**config.mk**
```make
export PLATFORM = sky130hd
export DESIGN_NAME = pic_interrupt_sequencer_flat
export DESIGN_NICKNAME = d
export VERILOG_FILES = /design/src/rtl/pic_interrupt_sequencer_pkg.sv /design/src/rtl/pic_interrupt_sequencer_if.sv /design/src/rtl/pic_interrupt_sequencer_priority_resolver.sv /design/src/rtl/pic_interrupt_sequencer.sv /design/src/flat_wrapper.sv
export SDC_FILE = /design/constraint.sdc
export NUM_CORES = 1
export LEC_CHECK = 0
export CAP_MARGIN = 20
export CORE_MARGIN = 5
export CORE_UTILIZATION = 34
export DETAILED_ROUTE_END_ITERATION = 10
export GPL_TIMING_DRIVEN = 0
export PLACE_DENSITY = 0.54
export SKIP_CTS_REPAIR_TIMING = 1
export SYNTH_ARGS = -nofsm -noshare
export SYNTH_HDL_FRONTEND = slang
export SYNTH_HIERARCHICAL = 1
export SYNTH_SLANG_ARGS = --single-unit
```
**constraint.sdc**
```tcl
create_clock -name clk -period 4.7 [get_ports clk]
set_input_delay 1.41 -clock clk [delete_from_list [all_inputs] [get_ports clk]]
set_output_delay 1.41 -clock clk [all_outputs]
set_load 0.02 [all_outputs]
```
**src/rtl/pic_interrupt_sequencer_pkg.sv**
```systemverilog
// Shared types and constants for the 8259A interrupt sequencer.
// Optional build macro: PIC_ROTATE_EN (rotating priority on non-specific EOI).
package pic_pkg;

  localparam int         IR_WIDTH     = 8;
  localparam logic [2:0] SPURIOUS_LVL = 3'd7;
  // Lowest-priority level after reset; 7 makes IR0 the highest priority.
  localparam logic [2:0] LOWEST_RESET = 3'd7;

  typedef enum logic [1:0] {
    IDLE,
    REQ,
    ACK1,
    ACK2
  } pic_state_e;

  // Priority rank of a level, 0 = highest, given the current lowest-priority level.
  function automatic logic [2:0] prio_rank(input logic [2:0] lvl, input logic [2:0] lowest);
    return lvl - lowest - 3'd1;
  endfunction

endpackage

```
**src/rtl/pic_interrupt_sequencer_if.sv**
```systemverilog
// CPU-side acknowledge bus of the interrupt sequencer: INTA in, INT and vector out.
// Optional build macro: PIC_ROTATE_EN (no effect on this interface).
interface pic_interrupt_sequencer_if;
  import pic_pkg::*;

  logic                inta;
  logic                int_req;
  logic [IR_WIDTH-1:0] data_out;
  logic                data_oe;

  // CPU side drives acknowledges and receives the request and vector.
  modport master (output inta, input int_req, input data_out, input data_oe);
  // PIC side receives acknowledges and drives the request and vector.
  modport slave (input inta, output int_req, output data_out, output data_oe);

endinterface

```
**src/rtl/pic_interrupt_sequencer_priority_resolver.sv**
```systemverilog
// Combinational priority encoder: finds the highest-priority set bit of a vector,
// where the level just after lowest_i has top priority and lowest_i has the least.
// Optional build macro: PIC_ROTATE_EN (only affects what the parent feeds into lowest_i).
module pic_priority_resolver
  import pic_pkg::*;
(
  input  logic [IR_WIDTH-1:0] vec_i,
  input  logic [2:0]          lowest_i,
  output logic                found_o,
  output logic [2:0]          lvl_o
);

  logic [2:0] idx;

  // Scan from lowest to highest priority so the last hit is the winner.
  always_comb begin
    found_o = 1'b0;
    lvl_o   = 3'd0;
    idx     = 3'd0;
    for (int i = IR_WIDTH - 1; i >= 0; i--) begin
      idx = lowest_i + 3'(i) + 3'd1;
      if (vec_i[idx]) begin
        found_o = 1'b1;
        lvl_o   = idx;
      end
    end
  end

endmodule

```
**src/rtl/pic_interrupt_sequencer.sv**
```systemverilog
// 8259A interrupt request/acknowledge sequencer: IRR capture, priority resolution
// against IMR/ISR, INT generation, two-pulse INTA cycle and EOI handling.
// Optional build macro: PIC_ROTATE_EN (non-specific EOI rotates priority).
module pic_interrupt_sequencer
  import pic_pkg::*;
(
  input  logic                clk,
  input  logic                rst_n,
  input  logic [IR_WIDTH-1:0] ir_i,
  input  logic [IR_WIDTH-1:0] imr_i,
  input  logic                ltim_i,
  input  logic                aeoi_i,
  input  logic [4:0]          t7_t3_i,
  input  logic                eoi_i,
  input  logic                eoi_spec_i,
  input  logic [2:0]          eoi_lvl_i,
  output logic [IR_WIDTH-1:0] irr_o,
  output logic [IR_WIDTH-1:0] isr_o,
  pic_interrupt_sequencer_if.slave bus
);

  pic_state_e          state_q, state_d;
  logic [IR_WIDTH-1:0] irr_q, irr_d;
  logic [IR_WIDTH-1:0] isr_q, isr_d;
  logic [IR_WIDTH-1:0] ir_prev_q;
  logic [2:0]          lvl_q, lvl_d;
  logic [IR_WIDTH-1:0] data_out_q, data_out_d;
  logic                data_oe_q, data_oe_d;
  logic [2:0]          lowest;

  logic [IR_WIDTH-1:0] pending;
  logic [IR_WIDTH-1:0] isr_mid;
  logic                pend_found, isr_found;
  logic [2:0]          pend_lvl, isr_lvl;
  logic                request;
  logic                ack_first, ack_second;

`ifdef PIC_ROTATE_EN
  logic [2:0] lowest_q, lowest_d;

  // Lowest-priority pointer register, moved by non-specific EOIs.
  always_ff @(posedge clk or negedge rst_n) begin
    if (!rst_n) lowest_q <= LOWEST_RESET;
    else        lowest_q <= lowest_d;
  end

  // The level cleared by a non-specific EOI becomes the lowest priority.
  always_comb begin
    lowest_d = lowest_q;
    if (eoi_i && !eoi_spec_i && isr_found) lowest_d = isr_lvl;
  end

  assign lowest = lowest_q;
`else
  assign lowest = LOWEST_RESET;
`endif

  assign pending    = irr_q & ~imr_i;
  assign ack_first  = (state_q == REQ) && bus.inta;
  assign ack_second = (state_q == ACK1) && bus.inta;

  pic_priority_resolver u_pend_res (
    .vec_i    (pending),
    .lowest_i (lowest),
    .found_o  (pend_found),
    .lvl_o    (pend_lvl)
  );

  // Resolves the ISR after this cycle's INTA effects so an EOI sees them first.
  pic_priority_resolver u_isr_res (
    .vec_i    (isr_mid),
    .lowest_i (lowest),
    .found_o  (isr_found),
    .lvl_o    (isr_lvl)
  );

  assign request = pend_found &&
                   (!isr_found || (prio_rank(pend_lvl, lowest) < prio_rank(isr_lvl, lowest)));

  // ISR update from INTA (set at first pulse, auto-clear at second), then EOI clear.
  always_comb begin
    isr_mid = isr_q;
    if (ack_first && pend_found) isr_mid[pend_lvl] = 1'b1;
    if (ack_second && aeoi_i)    isr_mid[lvl_q]    = 1'b0;
    isr_d = isr_mid;
    if (eoi_i) begin
      if (eoi_spec_i)     isr_d[eoi_lvl_i] = 1'b0;
      else if (isr_found) isr_d[isr_lvl]   = 1'b0;
    end
  end

  // IRR follows IR in level mode; in edge mode it latches rising edges, and a
  // fresh edge beats the clear of the level being acknowledged.
  always_comb begin
    if (ltim_i) begin
      irr_d = ir_i;
    end else begin
      irr_d = irr_q;
      if (ack_first && pend_found) irr_d[pend_lvl] = 1'b0;
      irr_d = irr_d | (ir_i & ~ir_prev_q);
    end
  end

  // Acknowledge FSM next state, frozen level and the registered vector strobe.
  always_comb begin
    state_d    = state_q;
    lvl_d      = lvl_q;
    data_out_d = '0;
    data_oe_d  = 1'b0;
    case (state_q)
      IDLE: if (request) state_d = REQ;
      REQ: begin
        if (bus.inta) begin
          state_d = ACK1;
          lvl_d   = pend_found ? pend_lvl : SPURIOUS_LVL;
        end
      end
      ACK1: begin
        if (bus.inta) begin
          state_d    = ACK2;
          data_out_d = {t7_t3_i, lvl_q};
          data_oe_d  = 1'b1;
        end
      end
      ACK2:    state_d = IDLE;
      default: state_d = IDLE;
    endcase
  end

  // All sequencer state registers.
  always_ff @(posedge clk or negedge rst_n) begin
    if (!rst_n) begin
      state_q    <= IDLE;
      irr_q      <= '0;
      isr_q      <= '0;
      ir_prev_q  <= '0;
      lvl_q      <= 3'd0;
      data_out_q <= '0;
      data_oe_q  <= 1'b0;
    end else begin
      state_q    <= state_d;
      irr_q      <= irr_d;
      isr_q      <= isr_d;
      ir_prev_q  <= ir_i;
      lvl_q      <= lvl_d;
      data_out_q <= data_out_d;
      data_oe_q  <= data_oe_d;
    end
  end

  assign bus.int_req  = (state_q == REQ);
  assign bus.data_out = data_out_q;
  assign bus.data_oe  = data_oe_q;
  assign irr_o        = irr_q;
  assign isr_o        = isr_q;

endmodule
```
**src/flat_wrapper.sv**
```systemverilog
// flat-port wrapper written by rule: the top's interface ports become plain ports
module pic_interrupt_sequencer_flat import pic_pkg::*;
  (clk, rst_n, ir_i, imr_i, ltim_i, aeoi_i, t7_t3_i, eoi_i, eoi_spec_i, eoi_lvl_i, irr_o, isr_o, bus_inta, bus_int_req, bus_data_out, bus_data_oe);
  pic_interrupt_sequencer_if bus_i ();
  input  logic clk;
  input  logic rst_n;
  input  logic [IR_WIDTH-1:0] ir_i;
  input  logic [IR_WIDTH-1:0] imr_i;
  input  logic ltim_i;
  input  logic aeoi_i;
  input  logic [4:0] t7_t3_i;
  input  logic eoi_i;
  input  logic eoi_spec_i;
  input  logic [2:0] eoi_lvl_i;
  output logic [IR_WIDTH-1:0] irr_o;
  output logic [IR_WIDTH-1:0] isr_o;
  input wire logic [$bits(bus_i.inta)-1:0] bus_inta;
  output wire logic [$bits(bus_i.int_req)-1:0] bus_int_req;
  output wire logic [$bits(bus_i.data_out)-1:0] bus_data_out;
  output wire logic [$bits(bus_i.data_oe)-1:0] bus_data_oe;
  assign bus_i.inta = bus_inta;
  assign bus_int_req = bus_i.int_req;
  assign bus_data_out = bus_i.data_out;
  assign bus_data_oe = bus_i.data_oe;
  pic_interrupt_sequencer u_core (.clk(clk), .rst_n(rst_n), .ir_i(ir_i), .imr_i(imr_i), .ltim_i(ltim_i), .aeoi_i(aeoi_i), .t7_t3_i(t7_t3_i), .eoi_i(eoi_i), .eoi_spec_i(eoi_spec_i), .eoi_lvl_i(eoi_lvl_i), .irr_o(irr_o), .isr_o(isr_o), .bus(bus_i));
endmodule
```
==> reports/summary.txt <==
Cell mode on critical path: mux4_2
DRT iter0 DRCs: 194
Syn. warnings: 6
Fin crit period: 5.78 ns
Dpl hpwl: 7740 um
Total power: 2.69 mW
Max Fclk: 173 MHz
First drt pass iteration count: 4
Die ar.: 13000 um2
ANT nets after route: 0
RSZ-0062 raised after global routing: true
Setup WS pre-CTS: -2.02 ns
Vias in the first global route: 3149
HP Class: reg2reg
Inst Count DP: 607
Seq cells post-synth: 38
Clock root buffer: clkbuf_8
Cell with the most instances after synthesis: dfrtp_1
Clock latency at the later pin of the worst-skew pair: 0.29 ns
Dominant cells by area after synthesis: dfrtp_1 26%, mux4_2 11%, o21ai_0 3.9%
Vert. Die Dim: 114 um
Fraction of layout cells with a size suffix above 1: 35.4%
Syn Area/Cell: 9.42 um2
Number of synthesized flops with an enable pin: 0
IO Count: 57
Total gr overflow: 0
Seq/Total Area, Yosys: 25.7%
Worst-Margin Slew: 0.842 ns
Clock Sinks: 38
Critical path endpoint category: register
Core Rows: 38
Setup TNS: -10.04 ns
Drt wl/cell: 15.9 um
Yosys top cell area share: 25.7%
Layout net count: 566
Final Max Slew Viols: 0
Worst VDD drop: 0.275 mV
H-Tree Depth: 2
TritonCTS clock tree: done
Crit path largest cell delay: 0.52 ns
Failing checks: setup timing
Unique masters post-synth: 61
Cells after Synth: 392
Final setup fails: 10
Skew final: 0.00800 ns
Final worst-path setup slack: -1.08 ns
First-pass GRT wire length: 16000 um
Synth cell count leaders: 38 x dfrtp_1, 33 x nand2_1, 29 x o21ai_0
Clock tree buffer depth: 2
Synthesized area: 3690 um2
Clk pin slew, worst setup/hold paths: 0.08 ns
Post-layout util: 50.4%
Vias: 3447
Asr flop ratio synth: 100%
Final hold slack: 0.545 ns
Slowest CP cell: mux4_2
Yosys top cell by area: dfrtp_1
Pin count of the biggest net entering global routing: 39
Residual DRC: 0
Global Route Usage Sum: 15.2%
Fin cells: 665
Slew margin rel.: 43.9%
Leak: 2.45 nW
Antenna Cells: 0
Fraction of the cycle the final worst path needs: 123%
P&R area growth vs syn: 46.7%
Final Hold Vio Count: 0
Initial antenna violation count: 0
CP required: 4.88 ns
CTS Buf Count: 5
Crit-path cells: buf_6 > nor2b_4 > mux4_2 > mux2i_2 > o21ai_2 > a211o_1 > nor4_2 > a311o_1 > nand4_1 > nor2_2 > o22a_2 > mux2_4 > mux4_2 > nor2_1 > and4b_1 > o31ai_2 > a31oi_1 > buf_4 > or3b_4 > nor3_2 > o21ai_1 > and2_1
Die Span X: 114 um
DR vias/cell: 5.18
Fin area: 5420 um2
Drt total wl: 10600 um
Status: finished, violations left
Gpl congestion: 0.869
Top FF cell, synth: dfrtp_1
Kind of critical path: in2reg
CP Launch Type: input port
Dpl cell area: 4560 um2
Pwr Density: 497 nW/um2
Starting Density: 34.4%
PortBufs: 56
Core Region: 10700 um2
Max cap viols: 0
Worst path arrival time: 5.97 ns
CP Max Fanout: 6
## layer usage
layer | share of wire (%) | vias to the layer above | track usage [%]
li1 | - | 1703 | -
met1 | 47 | 1649 | 21.9
met2 | 47 | 88 | 24.3
met3 | 5.2 | 7 | 2.75
met4 | 0.66 | 0 | 2.14
met5 | 0 | - | 0
## worst max-delay path: cells and delay by family
family          cells  cell delay (ns)
simple gates        9             1.76
mux                 4             1.26
buf+inv             2             0.23
compound gates      7             1.30
## placed cells by master, fill, tap and decap left out, types with 9 or more instances in the layout
cell type / netlist / routed
a21oi_1: 13 / 11
buf_4: 0 / 45
buf_6: 4 / 11
clkdlybuf4s50_1: 0 / 47
conb_1: 1 / 20
dfrtp_1: 38 / 38
ha_1: 11 / 9
inv_1: 24 / 23
mux2_4: 4 / 9
mux2i_1: 12 / 10
mux4_2: 18 / 20
nand2_1: 33 / 28
nand2b_1: 19 / 17
nor2_1: 25 / 22
o21ai_0: 29 / 25
o21ai_1: 8 / 10
## kinds of logic after synthesis
| group | after synthesis | share of synthesized area [%] |
|---|---|---|
| AOI/OAI and AO/OA | 101 | 17.9 |
| DFF | 38 | 25.7 |
| muxes | 56 | 23.5 |
| adders and majority gates | 11 | 3.73 |
| buffers and inverters | 45 | 7.25 |
| other | 1 | 0.102 |
| and+or+nand+nor | 132 | 19.1 |
| xor gates and xnor gates | 8 | 2.71 |
## flip-flops by register name (all words and copies together) (netlist names)
signal               cells
u_core/bus.data_oe       1
u_core/state_q           2
u_core/lvl_q             3
u_core/irr_o             8
u_core/isr_o             8
u_core/ir_prev_q         8
u_core/bus.data_out      8
## report_power, final
group	internal, mW	switching (mW)	total (mW)
registers	0.401	0.0569	0.458
logic	0.958	0.942	1.90
clock network	0.213	0.121	0.334
## final cells by class
cell class / instances / area [um2]
Tap cell: 140 / 175
Timing Repair Buffer: 106 / 972
Clock inverter: 3 / 68.8
Clock buffer: 5 / 68.8
Fill cell: 1030 / 5330
Inverter: 29 / 109
Multi-Input combinational cell: 328 / 2910
Sequential cell: 38 / 951
Buffer: 16 / 159
## final timing paths
check	start	to	slack, ns	cells after the start
worst max-delay path	imr_i[2]	u_core/isr_o[0]	-1.08	22
worst min-delay path	u_core/lvl_q[0]	u_core/bus.data_out[0]	0.55	2
min in group asynchronous	rst_n	u_core/irr_o[4]	1.21	1
worst max register to register	u_core/irr_o[2]	u_core/isr_o[0]	-0.43	21
worst min register to register	u_core/lvl_q[0]	u_core/bus.data_out[0]	0.55	2
max in group asynchronous	rst_n	u_core/lvl_q[2]	2.95	1
Power figures use the tool's default switching activity.
